File: src/rtl/fp_pkg.sv
// Shared binary32 definitions and helpers for the floating-point datapath.
// Holds field constants, classification, leading-zero count and the common round/pack step.
package fp_pkg;

    localparam int EXP_W  = 8;
    localparam int FRAC_W = 23;
    localparam int BIAS   = 127;

    localparam logic [31:0] QNAN = 32'h7FC00000;
    localparam logic [31:0] PINF = 32'h7F800000;

    typedef struct packed {
        logic              sign;
        logic [EXP_W-1:0]  exp;
        logic [FRAC_W-1:0] frac;
    } fp_t;

    function automatic fp_t unpack(input logic [31:0] x);
        return fp_t'(x);
    endfunction

    function automatic logic [31:0] pack(input fp_t f);
        return {f.sign, f.exp, f.frac};
    endfunction

    // Denormals carry a zero exponent, so they classify as zero.
    function automatic logic is_zero(input fp_t f);
        return f.exp == '0;
    endfunction

    function automatic logic is_inf(input fp_t f);
        return (f.exp == '1) && (f.frac == '0);
    endfunction

    function automatic logic is_nan(input fp_t f);
        return (f.exp == '1) && (f.frac != '0);
    endfunction

    function automatic logic [31:0] signed_zero(input logic sign);
        return {sign, 31'b0};
    endfunction

    function automatic logic [31:0] signed_inf(input logic sign);
        return PINF | {sign, 31'b0};
    endfunction

    function automatic logic [4:0] lzc28(input logic [27:0] v);
        logic [4:0] count;
        logic       found;
        count = 5'd28;
        found = 1'b0;
        for (int i = 27; i >= 0; i--) begin
            if (!found && v[i]) begin
                count = 5'(27 - i);
                found = 1'b1;
            end
        end
        return count;
    endfunction

    // Round-to-nearest-even on a normalised 24-bit significand, then saturate or flush.
    function automatic logic [31:0] round_pack(input logic sign, input logic signed [9:0] expIn,
                                               input logic [23:0] mant, input logic guard,
                                               input logic sticky);
        logic [24:0]       rounded;
        logic signed [9:0] e;
        logic [FRAC_W-1:0] frac;
        logic [31:0]       res;
        rounded = {1'b0, mant} + {24'b0, guard & (sticky | mant[0])};
        e       = expIn;
        frac    = rounded[22:0];
        if (rounded[24]) begin
            e    = expIn + 10'sd1;
            frac = rounded[23:1];
        end
        if (e >= 10'sd255) begin
            res = signed_inf(sign);
        end else if (e <= 10'sd0) begin
            res = signed_zero(sign);
        end else begin
            res = {sign, e[7:0], frac};
        end
        return res;
    endfunction

endpackage

File: src/rtl/fp_add_sub.sv
// Pipelined binary32 adder/subtractor with guard/round/sticky alignment,
// leading-zero normalisation and round-to-nearest-even.
module fp_add_sub
    import fp_pkg::*;
#(
    parameter int LATENCY = 7
) (
    input  logic        clock,
    input  logic        aclr,
    input  logic        clk_en,
    input  logic        add_sub,
    input  logic [31:0] dataa,
    input  logic [31:0] datab,
    output logic [31:0] result
);

    logic [31:0]       a_q, b_q;
    logic              addSub_q;
    logic [31:0]       pipe_q [LATENCY-1];
    logic [31:0]       res_d;
    fp_t               a, b;
    logic              bSign, swap, bigSign, effSub;
    logic [7:0]        bigExp, smallExp;
    logic [22:0]       bigFrac, smallFrac;
    logic [49:0]       shifted;
    logic [26:0]       aligned;
    logic [27:0]       sum, norm;
    logic [4:0]        lz;
    logic signed [9:0] normExp;

    always_comb begin
        a         = unpack(a_q);
        b         = unpack(b_q);
        // Fold subtraction into B's sign so only the effective operation matters below.
        bSign     = b.sign ^ ~addSub_q;
        swap      = {b.exp, b.frac} > {a.exp, a.frac};
        bigExp    = swap ? b.exp : a.exp;
        bigFrac   = swap ? b.frac : a.frac;
        bigSign   = swap ? bSign : a.sign;
        smallExp  = swap ? a.exp : b.exp;
        smallFrac = swap ? a.frac : b.frac;
        shifted   = {1'b1, smallFrac, 26'b0} >> (bigExp - smallExp);
        aligned   = {shifted[49:24], |shifted[23:0]};
        effSub    = a.sign ^ bSign;
        sum       = effSub ? ({2'b01, bigFrac, 3'b0} - {1'b0, aligned})
                           : ({2'b01, bigFrac, 3'b0} + {1'b0, aligned});
        lz        = lzc28(sum);
        norm      = sum << lz;
        normExp   = $signed({2'b00, bigExp}) + 10'sd1 - $signed({5'b00000, lz});

        if (is_nan(a) || is_nan(b)) begin
            res_d = QNAN;
        end else if (is_inf(a) && is_inf(b)) begin
            res_d = effSub ? QNAN : a_q;
        end else if (is_inf(a)) begin
            res_d = a_q;
        end else if (is_inf(b)) begin
            res_d = signed_inf(bSign);
        end else if (is_zero(a) && is_zero(b)) begin
            res_d = signed_zero(a.sign & bSign);
        end else if (is_zero(b)) begin
            res_d = a_q;
        end else if (is_zero(a)) begin
            res_d = {bSign, b.exp, b.frac};
        end else if (sum == '0) begin
            res_d = '0;
        end else begin
            res_d = round_pack(bigSign, normExp, norm[27:4], norm[3], |norm[2:0]);
        end
    end

    always_ff @(posedge clock or posedge aclr) begin
        if (aclr) begin
            a_q      <= '0;
            b_q      <= '0;
            addSub_q <= 1'b0;
            for (int i = 0; i < LATENCY - 1; i++) pipe_q[i] <= '0;
        end else if (clk_en) begin
            a_q       <= dataa;
            b_q       <= datab;
            addSub_q  <= add_sub;
            pipe_q[0] <= res_d;
            for (int i = 1; i < LATENCY - 1; i++) pipe_q[i] <= pipe_q[i-1];
        end
    end

    assign result = pipe_q[LATENCY-2];

endmodule

File: src/rtl/fp_mult.sv
// Pipelined binary32 multiplier: operands registered, product computed and rounded,
// then carried through the remaining stages together with its NaN flag.
module fp_mult
    import fp_pkg::*;
#(
    parameter int LATENCY = 5
) (
    input  logic        clock,
    input  logic        aclr,
    input  logic        clk_en,
    input  logic [31:0] dataa,
    input  logic [31:0] datab,
    output logic [31:0] result,
    output logic        nan
);

    logic [31:0]       a_q, b_q;
    logic [32:0]       pipe_q [LATENCY-1];
    logic [31:0]       res_d;
    logic              nan_d;
    fp_t               a, b;
    logic              sign;
    logic [47:0]       prod;
    logic signed [9:0] prodExp;

    always_comb begin
        a       = unpack(a_q);
        b       = unpack(b_q);
        sign    = a.sign ^ b.sign;
        prod    = 48'({1'b1, a.frac}) * 48'({1'b1, b.frac});
        prodExp = $signed({2'b00, a.exp}) + $signed({2'b00, b.exp}) - 10'(BIAS);
        nan_d   = 1'b0;
        if (is_nan(a) || is_nan(b) || (is_inf(a) && is_zero(b)) || (is_zero(a) && is_inf(b))) begin
            res_d = QNAN;
            nan_d = 1'b1;
        end else if (is_inf(a) || is_inf(b)) begin
            res_d = signed_inf(sign);
        end else if (is_zero(a) || is_zero(b)) begin
            res_d = signed_zero(sign);
        end else if (prod[47]) begin
            // Product in [2,4): one-bit normalisation shift.
            res_d = round_pack(sign, prodExp + 10'sd1, prod[47:24], prod[23], |prod[22:0]);
        end else begin
            res_d = round_pack(sign, prodExp, prod[46:23], prod[22], |prod[21:0]);
        end
    end

    always_ff @(posedge clock or posedge aclr) begin
        if (aclr) begin
            a_q <= '0;
            b_q <= '0;
            for (int i = 0; i < LATENCY - 1; i++) pipe_q[i] <= '0;
        end else if (clk_en) begin
            a_q       <= dataa;
            b_q       <= datab;
            pipe_q[0] <= {nan_d, res_d};
            for (int i = 1; i < LATENCY - 1; i++) pipe_q[i] <= pipe_q[i-1];
        end
    end

    assign {nan, result} = pipe_q[LATENCY-2];

endmodule

File: src/rtl/fp_arith_core.sv
// Floating-point datapath top: one pipelined multiplier and one pipelined
// adder/subtractor sharing clock, asynchronous clear and clock enable.
module fp_arith_core #(
    parameter int MULT_LATENCY = 5,
    parameter int ADD_LATENCY  = 7
) (
    input  logic        clock,
    input  logic        aclr,
    input  logic        clk_en,
    input  logic [31:0] mul_dataa,
    input  logic [31:0] mul_datab,
    output logic [31:0] mul_result,
    output logic        mul_nan,
    input  logic        add_sub,
    input  logic [31:0] add_dataa,
    input  logic [31:0] add_datab,
    output logic [31:0] add_result
);

    fp_mult #(.LATENCY(MULT_LATENCY)) u_mult (
        .clock  (clock),
        .aclr   (aclr),
        .clk_en (clk_en),
        .dataa  (mul_dataa),
        .datab  (mul_datab),
        .result (mul_result),
        .nan    (mul_nan)
    );

    fp_add_sub #(.LATENCY(ADD_LATENCY)) u_add_sub (
        .clock   (clock),
        .aclr    (aclr),
        .clk_en  (clk_en),
        .add_sub (add_sub),
        .dataa   (add_dataa),
        .datab   (add_datab),
        .result  (add_result)
    );

endmodule

File: config.mk
export PLATFORM = sky130hd
export DESIGN_NAME = fp_arith_core
export DESIGN_NICKNAME = d
export VERILOG_FILES = /design/src/rtl/fp_pkg.sv /design/src/rtl/fp_add_sub.sv /design/src/rtl/fp_mult.sv /design/src/rtl/fp_arith_core.sv
export SDC_FILE = /design/constraint.sdc
export NUM_CORES = 2
export LEC_CHECK = 0
export ABC_CLOCK_PERIOD_IN_PS = 18400
export CORE_MARGIN = 2
export CORE_UTILIZATION = 55
export DETAILED_ROUTE_END_ITERATION = 8
export PLACE_DENSITY_LB_ADDON = 0.1
export SYNTH_ARGS = -nofsm -noshare
export SYNTH_HDL_FRONTEND = slang
export SYNTH_SLANG_ARGS = --single-unit
File: constraint.sdc
create_clock -name clock -period 18.4 [get_ports clock]
set_input_delay 1.84 -clock clock [delete_from_list [all_inputs] [get_ports clock]]
set_output_delay 1.84 -clock clock [all_outputs]
set_load 0.02 [all_outputs]
Word-level counts from Yosys, hierarchy flattened
Cells that the tools add are included.
{"block": "op_classes", "add_sub_neg": 13, "mul": 1, "order_cmp": 7, "n_eq_ne": 4, "shifts": 2, "muxes": 103, "n_bitwise": 11, "reduce_logical": 89}
{"operator": "$mux W32", "count": 10}
{"operator": "$mux W31", "count": 9}
{"operator": "$mux W10", "count": 19}
{"operator": "$mux W5", "count": 28}
{"operator": "$mux W23", "count": 5}
{"operator": "$logic_not A23 Y1", "count": 4}
{"operator": "$reduce_bool A23 Y1", "count": 4}
{"operator": "$add A24 B1 Y25", "count": 3}
{"operator": "$shr A50 B8 Y50", "count": 1}
{"operator": "$mul A24 B24 Y48", "count": 1}
{"operator": "$logic_and A1 B1 Y1", "count": 39}
{"operator": "$eq A8 B8 Y1 const B", "count": 4}
{"operator": "$logic_not A8 Y1", "count": 4}
{"operator": "$gt A31 B31 Y1", "count": 1}
{"operator": "$add A10 B2 Y10 const B", "count": 3}
{"operator": "$ge A10 B9 Y1 const B", "count": 3}
{"operator": "$le A10 B1 Y1 const B", "count": 3}
{"operator": "$mux W1", "count": 29}
{"operator": "$add A27 B27 Y28", "count": 1}
{"operator": "$logic_not A28 Y1", "count": 1}
{"operator": "$mux W28", "count": 1}
{"operator": "$shl A28 B5 Y28", "count": 1}
{"operator": "$sub A27 B27 Y28", "count": 1}
{"operator": "$logic_not A1 Y1", "count": 27}
{"operator": "15 further kinds", "count": 28}
{"block": "word_totals", "ff_bits": 453, "inputBits": 132, "out_inout_bits": 65, "word_cells": 245}

Longest topological paths before layout
{"block": "logic_depth", "word_depth": 114, "depth_mapped": 68, "depth_no_buf": 56}

Cells and area by module
A second synthesis with hierarchy kept.
{"block": "hier_totals", "hier_cells": 6011, "area_unflattened_um2": 53167.2}
{"mod": "fp_mult", "n_inst": 1, "cells_each": 3317, "area_per_inst_um2": 30461.7, "seq_area_each_um2": 4904.7}
{"mod": "fp_add_sub", "n_inst": 1, "cells_each": 2694, "area_per_inst_um2": 22705.5, "seq_area_each_um2": 6431.2}

Worst setup path after synthesis
Ideal clock, no wire load.
{"block": "synth_path", "path_kind": "flip-flop to flip-flop", "from": "register u_add_sub.a_q[21], in the netlist u_add_sub.a[21]", "to": "register u_add_sub.pipe_q[181] in the netlist's numbering", "arrival_ns": 12.698, "t_required_ns": 18.299, "setup_slack_ns": 5.601, "path_stages_with_launch": 63, "path_buffers": 13, "period_less_slack_ns": 12.799, "cell_sequence": "dfrtp_1 > inv_1 > ha_1 > nand4_2 > nor4_2 > o31ai_2 > and4_4 > buf_2 > nor2_1 > buf_2 > clkbuf_1 > buf_1 > clkbuf_1 > a21oi_1 > ha_1 > nor3b_1 > o211ai_1 > mux2i_1 > [27 not listed] > buf_2 > inv_2 > buf_2 > buf_2 > buf_2 > ha_1 > o21ai_0 > nand2b_1 > xor2_1 > nand3_1 > or4_1 > clkbuf_1 > o41ai_1 > nand3_1 > a211oi_2 > buf_6 > a21oi_1 > o32ai_1"}
{"block": "synth_between", "elab_chain_cells": 114, "elab_cells_between_ends": 158}
{"item": "start: declaration", "line": "fp_add_sub.sv:17", "text": "logic [31:0] a_q, b_q;"}
{"item": "start signal: assignment", "line": "fp_add_sub.sv:79", "text": "a_q <= dataa;"}
{"item": "$gt A31 B31 Y1", "line": "fp_add_sub.sv:36", "text": "swap = {b.exp, b.frac} > {a.exp, a.frac};"}
{"item": "$mux W8 (on tied branches)", "line": "fp_add_sub.sv:37, fp_add_sub.sv:40"}
{"item": "$sub A8 B8 Y8", "line": "fp_add_sub.sv:42", "text": "shifted = {1'b1, smallFrac, 26'b0} >> (bigExp - smallExp);"}
{"item": "$shr A50 B8 Y50", "line": "fp_add_sub.sv:42"}
{"item": "$reduce_or A24 Y1", "line": "fp_add_sub.sv:43", "text": "aligned = {shifted[49:24], |shifted[23:0]};"}
{"item": "$add A27 B27 Y28 / $sub A27 B27 Y28 (equally long branches)", "line": "fp_add_sub.sv:46, fp_add_sub.sv:45"}
{"item": "$mux W28", "line": "fp_add_sub.sv:45", "text": "sum = effSub ? ({2'b01, bigFrac, 3'b0} - {1'b0, aligned})"}
{"item": "$mux W1", "line": "fp_pkg.sv:53", "text": "if (!found && v[i]) begin"}
{"item": "[98 not listed]"}
{"item": "$mux W32", "line": "fp_add_sub.sv:65", "text": "end else if (sum == '0) begin"}
{"item": "$mux W32", "line": "fp_add_sub.sv:63", "text": "end else if (is_zero(a)) begin"}
{"item": "$mux W32", "line": "fp_add_sub.sv:61", "text": "end else if (is_zero(b)) begin"}
{"item": "$mux W32", "line": "fp_add_sub.sv:59", "text": "end else if (is_zero(a) && is_zero(b)) begin"}
{"item": "$mux W32", "line": "fp_add_sub.sv:57", "text": "end else if (is_inf(b)) begin"}
{"item": "$mux W32", "line": "fp_add_sub.sv:55", "text": "end else if (is_inf(a)) begin"}
{"item": "$mux W32", "line": "fp_add_sub.sv:53", "text": "end else if (is_inf(a) && is_inf(b)) begin"}
{"item": "$mux W32 *", "line": "fp_add_sub.sv:51", "text": "if (is_nan(a) || is_nan(b)) begin"}
{"item": "end: declaration", "line": "fp_add_sub.sv:19", "text": "logic [31:0] pipe_q [LATENCY-1];"}
Mark *: on every way between the ends. The rest lies on a longest branch, timed or not. The select of a mux whose other input is x is not followed.
A chain may end at the register's enable or synchronous reset.

Final worst setup path
{"block": "layout_path", "from": "register u_add_sub.a_q[18], in the netlist u_add_sub.a[18]", "to": "register u_add_sub.pipe_q[181] in the netlist's numbering"}
The elaborated chain is that of the path after synthesis.

==> results.txt <==
- CTS tree: built
- The flow ran to the end, and the final reports show no timing, DRC or antenna violations.
- Async set or reset register ratio after synthesis: 1.00
- Of the synthesized area, sequential elements account for 0.226.
- Kind of critical path: reg2reg
- Antenna violations before repair: 6
- Core footprint: 0.0903 sq mm
* Cell count after synthesis: 5,506
- Vias per inst: 6.12
- Counting every sink on the clock net gives 453.
- Clock skew after layout: 0.0522 ns
* TritonCTS buffer count: 49
- Post-synth EDFFs: 0
- Clock tree root driver cell: sky130_fd_sc_hd__clkbuf_16
- For this design, the slowest cell found on the critical path is sky130_fd_sc_hd__a211oi_4.
- Layout overhead on the synthesized area: 8.24%
* Biggest cell delay along the critical path: 0.99 ns
* CP endpoint kind: register
* Max-cap check violation count: 0
* Synth Cell Area: 0.0502 sq mm
- In the finished design, the share of the clock period the worst path needs comes to 0.872.
- The synthesized netlist contains 120 unique library cells.
- Yosys printed 0 warnings.
- The library cell used most frequently in the layout, excluding fill and tap cells, is sky130_fd_sc_hd__inv_1.
* Met1 global-route usage: 0.441
* HPWL after detailed placement: 121,000 um
- Highest net fanout along the worst path: 43
- Maximum operating frequency: 62.3 MHz
* Final weighted congestion in routability-driven placement: 1.00
* Port Buf Inserts: 196
* Via count of the first global-routing pass: 41.5k
- The clock passes through at most 3 buffers.
- Req. time, crit path: 18.94 ns
* GR Layer Usage met2: 0.562
- In this run the vertical extent of the chip is 306 um.
- Setup total negative slack on the finished layout was measured at 0 ns.
- The die covers 0.0937 sq mm.
- Maximum number of pins on one net before global-route repair: 148
* Normalized max-slew margin: 0.148
- The worst setup path is launched from a register.
- Row generation in the floorplan step produced 110 rows.
- Antenna-violating nets left: 0
- Path type of the worst min-delay path: reg2reg
- In this run, post-CTS repair resized a total of 0 instances.
- Minimum period implied by the final worst setup slack: 16.04 ns
- Worst endpoint data arrival time: 16.59 ns
- Count of hold buffers inserted by post-cts repair: 0
* Fill cell count: 7,961
- Setup Buffers After CTS: 0
- In the global route stage, overall resource usage came out at 0.342.
- Unrepaired setup endpoints after global routing: no
- Syn nets: 6,399
- Of the cells placed in the final design, the portion with a size suffix greater than 1 is 0.116.
* Ports placed on the boundary: 197
- Aggregate routed wire length: 159,000 um
* Count of state elements after synthesis: 453
- Most Crowded Layer GR: met2
- Worst path bufs/invs: 6
- Clock latency on the worst-skew pair, taken at its later pin, is 0.65 ns.
- Max-slew violations: 0
* First-pass iteration count of the detailed router: 7
- Via total after detailed routing: 41.0k
* Final number of hold-violating endpoints: 0
- Dominant register cell in the synthesized netlist: sky130_fd_sc_hd__dfrtp_1
- For this run, global-route usage on met3 was measured as 0.0556.
- The net count of the finished layout is 6,374.
- For the pin with the worst max-slew slack, the measured transition is 1.27 ns.
* CTS H-tree depth: 2
- Overall die width: 306 um
- # DRC: 0
* Global-route wire length before repair: 248,000 um
- Setup violations remaining at the end of the flow were counted as 0.
- Wire per inst: 23.7 um
- Overflow left after global routing: 0
- The initial utilization of the core area, before any placement, comes to 0.556.
- Starting DRT DRC Count: 3,390
* Most used cell, CP: sky130_fd_sc_hd__a21oi_1
- After clock tree synthesis, the clock-pin slew on the worst setup and hold paths is 0.07 ns.
- Mean area per synthesized cell: 9.12 sq um
- In the layout the commonest cells are sky130_fd_sc_hd__inv_1 (666), sky130_fd_sc_hd__nand2_1 (624), sky130_fd_sc_hd__fa_1 (485), sky130_fd_sc_hd__dfrtp_1 (453), sky130_fd_sc_hd__mux2_2 (361).
* Top delay family on crit path: compound AO/OA/AOI/OAI gates
sequential cells by signal, indices dropped and copies added (netlist names):
register,count
u_mult.pipe_q,99
u_add_sub.b,32
u_mult.result,32
u_mult.a,32
u_add_sub.a,32
u_add_sub.result,32
u_add_sub.addSub_q,1
u_mult.nan,1
u_mult.b,32
u_add_sub.pipe_q,160
path summary, 6_finish.rpt:
path | cells past startpoint | slack, ns | endpoint | from
max reg2reg | 54 | 2.36 | u_add_sub.pipe_q[181] | u_add_sub.a[18]
max in group asynchronous | 4 | 14.35 | u_mult.b[26] | aclr
min | 1 | 0.48 | u_mult.pipe_q[131] | u_mult.pipe_q[131]
min in group asynchronous | 2 | 1.78 | u_mult.pipe_q[43] | aclr
max | 54 | 2.36 | u_add_sub.pipe_q[181] | u_add_sub.a[18]
min reg2reg | 1 | 0.48 | u_mult.pipe_q[131] | u_mult.pipe_q[131]
cell type report:
type                       instances  area [sq um]  share of cell area
multi-input combinational       4022         34700               0.638
sequential                       453         11300               0.209
timing repair buffer             283          2630              0.0484
inverter                         672          2530              0.0466
tap                             1176          1470              0.0271
clock buffer                      65          1360              0.0250
clock inverter                    22           343             0.00631
antenna                            3          7.51            0.000138
Yosys cell counts, drive strengths merged, types with 13 or more instances:
cell type  count  area (sq um)
mux2         362          4080
o211ai        46           350
o221ai        16           146
a211oi        34           265
buf          129           846
and2         259          1620
a22oi         21           158
nand2        625          2350
o211a         14           148
xnor2        109           955
nor2         264          1000
dfrtp        453         11300
clkbuf       230           863
o21ai        215          1080
inv          671          2520
or2           31           194
nand2b        28           175
o22ai         28           175
or3           30           188
xor2          56           490
a21o          45           338
o21a          30           228
mux2i         58           581
nand4         57           384
or4           17           135
o31ai         33           263
nor4          64           449
a221oi        25           304
a221o         21           210
and3          31           194
ha           276          3450
fa           485          9710
a2111oi       13           143
nor2b         23           144
mux4          16           360
nor3         124           643
a31oi         30           200
o41ai         14           123
o21bai        29           218
a21oi        235          1180
nand3         84           425
worst reg2reg max path: cells and delay by family (launching register included):
kind / cells / cell delay [ns]
buffers and inverters: 6 / 1.84
AND/OR/NAND/NOR: 16 / 5.15
flip-flops: 1 / 0.41
AO/OA/AOI/OAI: 27 / 7.23
adder cells (fa/ha/maj): 5 / 1.31
metal layers:
| metal | vias to the layer above | wire, um |
|---|---|---|
| met1 | 20400 | 63900 |
| met2 | 1673 | 74600 |
| met5 | - | 103 |
| met3 | 342 | 11400 |
| li1 | 18600 | - |
| met4 | 4 | 8730 |
cells by family after synthesis:
group           count (synthesis)  share of synthesized area
simple gates                 1671                      0.163
fa+ha+maj                     761                      0.262
buf+inv                      1031                     0.0843
mux                           436                     0.0999
flops                         453                      0.226
xor+xnor                      165                     0.0288
compound gates                989                      0.136
per-stage QoR:
step	utilization	cells	setup slack (ns)	hold slack [ns]	area, sq um
after CTS	0.602	6693	2.77	0.487	54300
after detailed placement	0.583	6606	2.83	0.473	52600
after global routing	0.602	6695	1.32	0.501	54400
final	0.602	6696	2.36	0.481	54400
after global placement	0.583	6606	3.01	0.465	52600
after floorplan	-	5506	3.93	0.445	50200
Power is not shown: default switching activity piles up to over one toggle a cycle in this logic, so the estimate is an artifact.
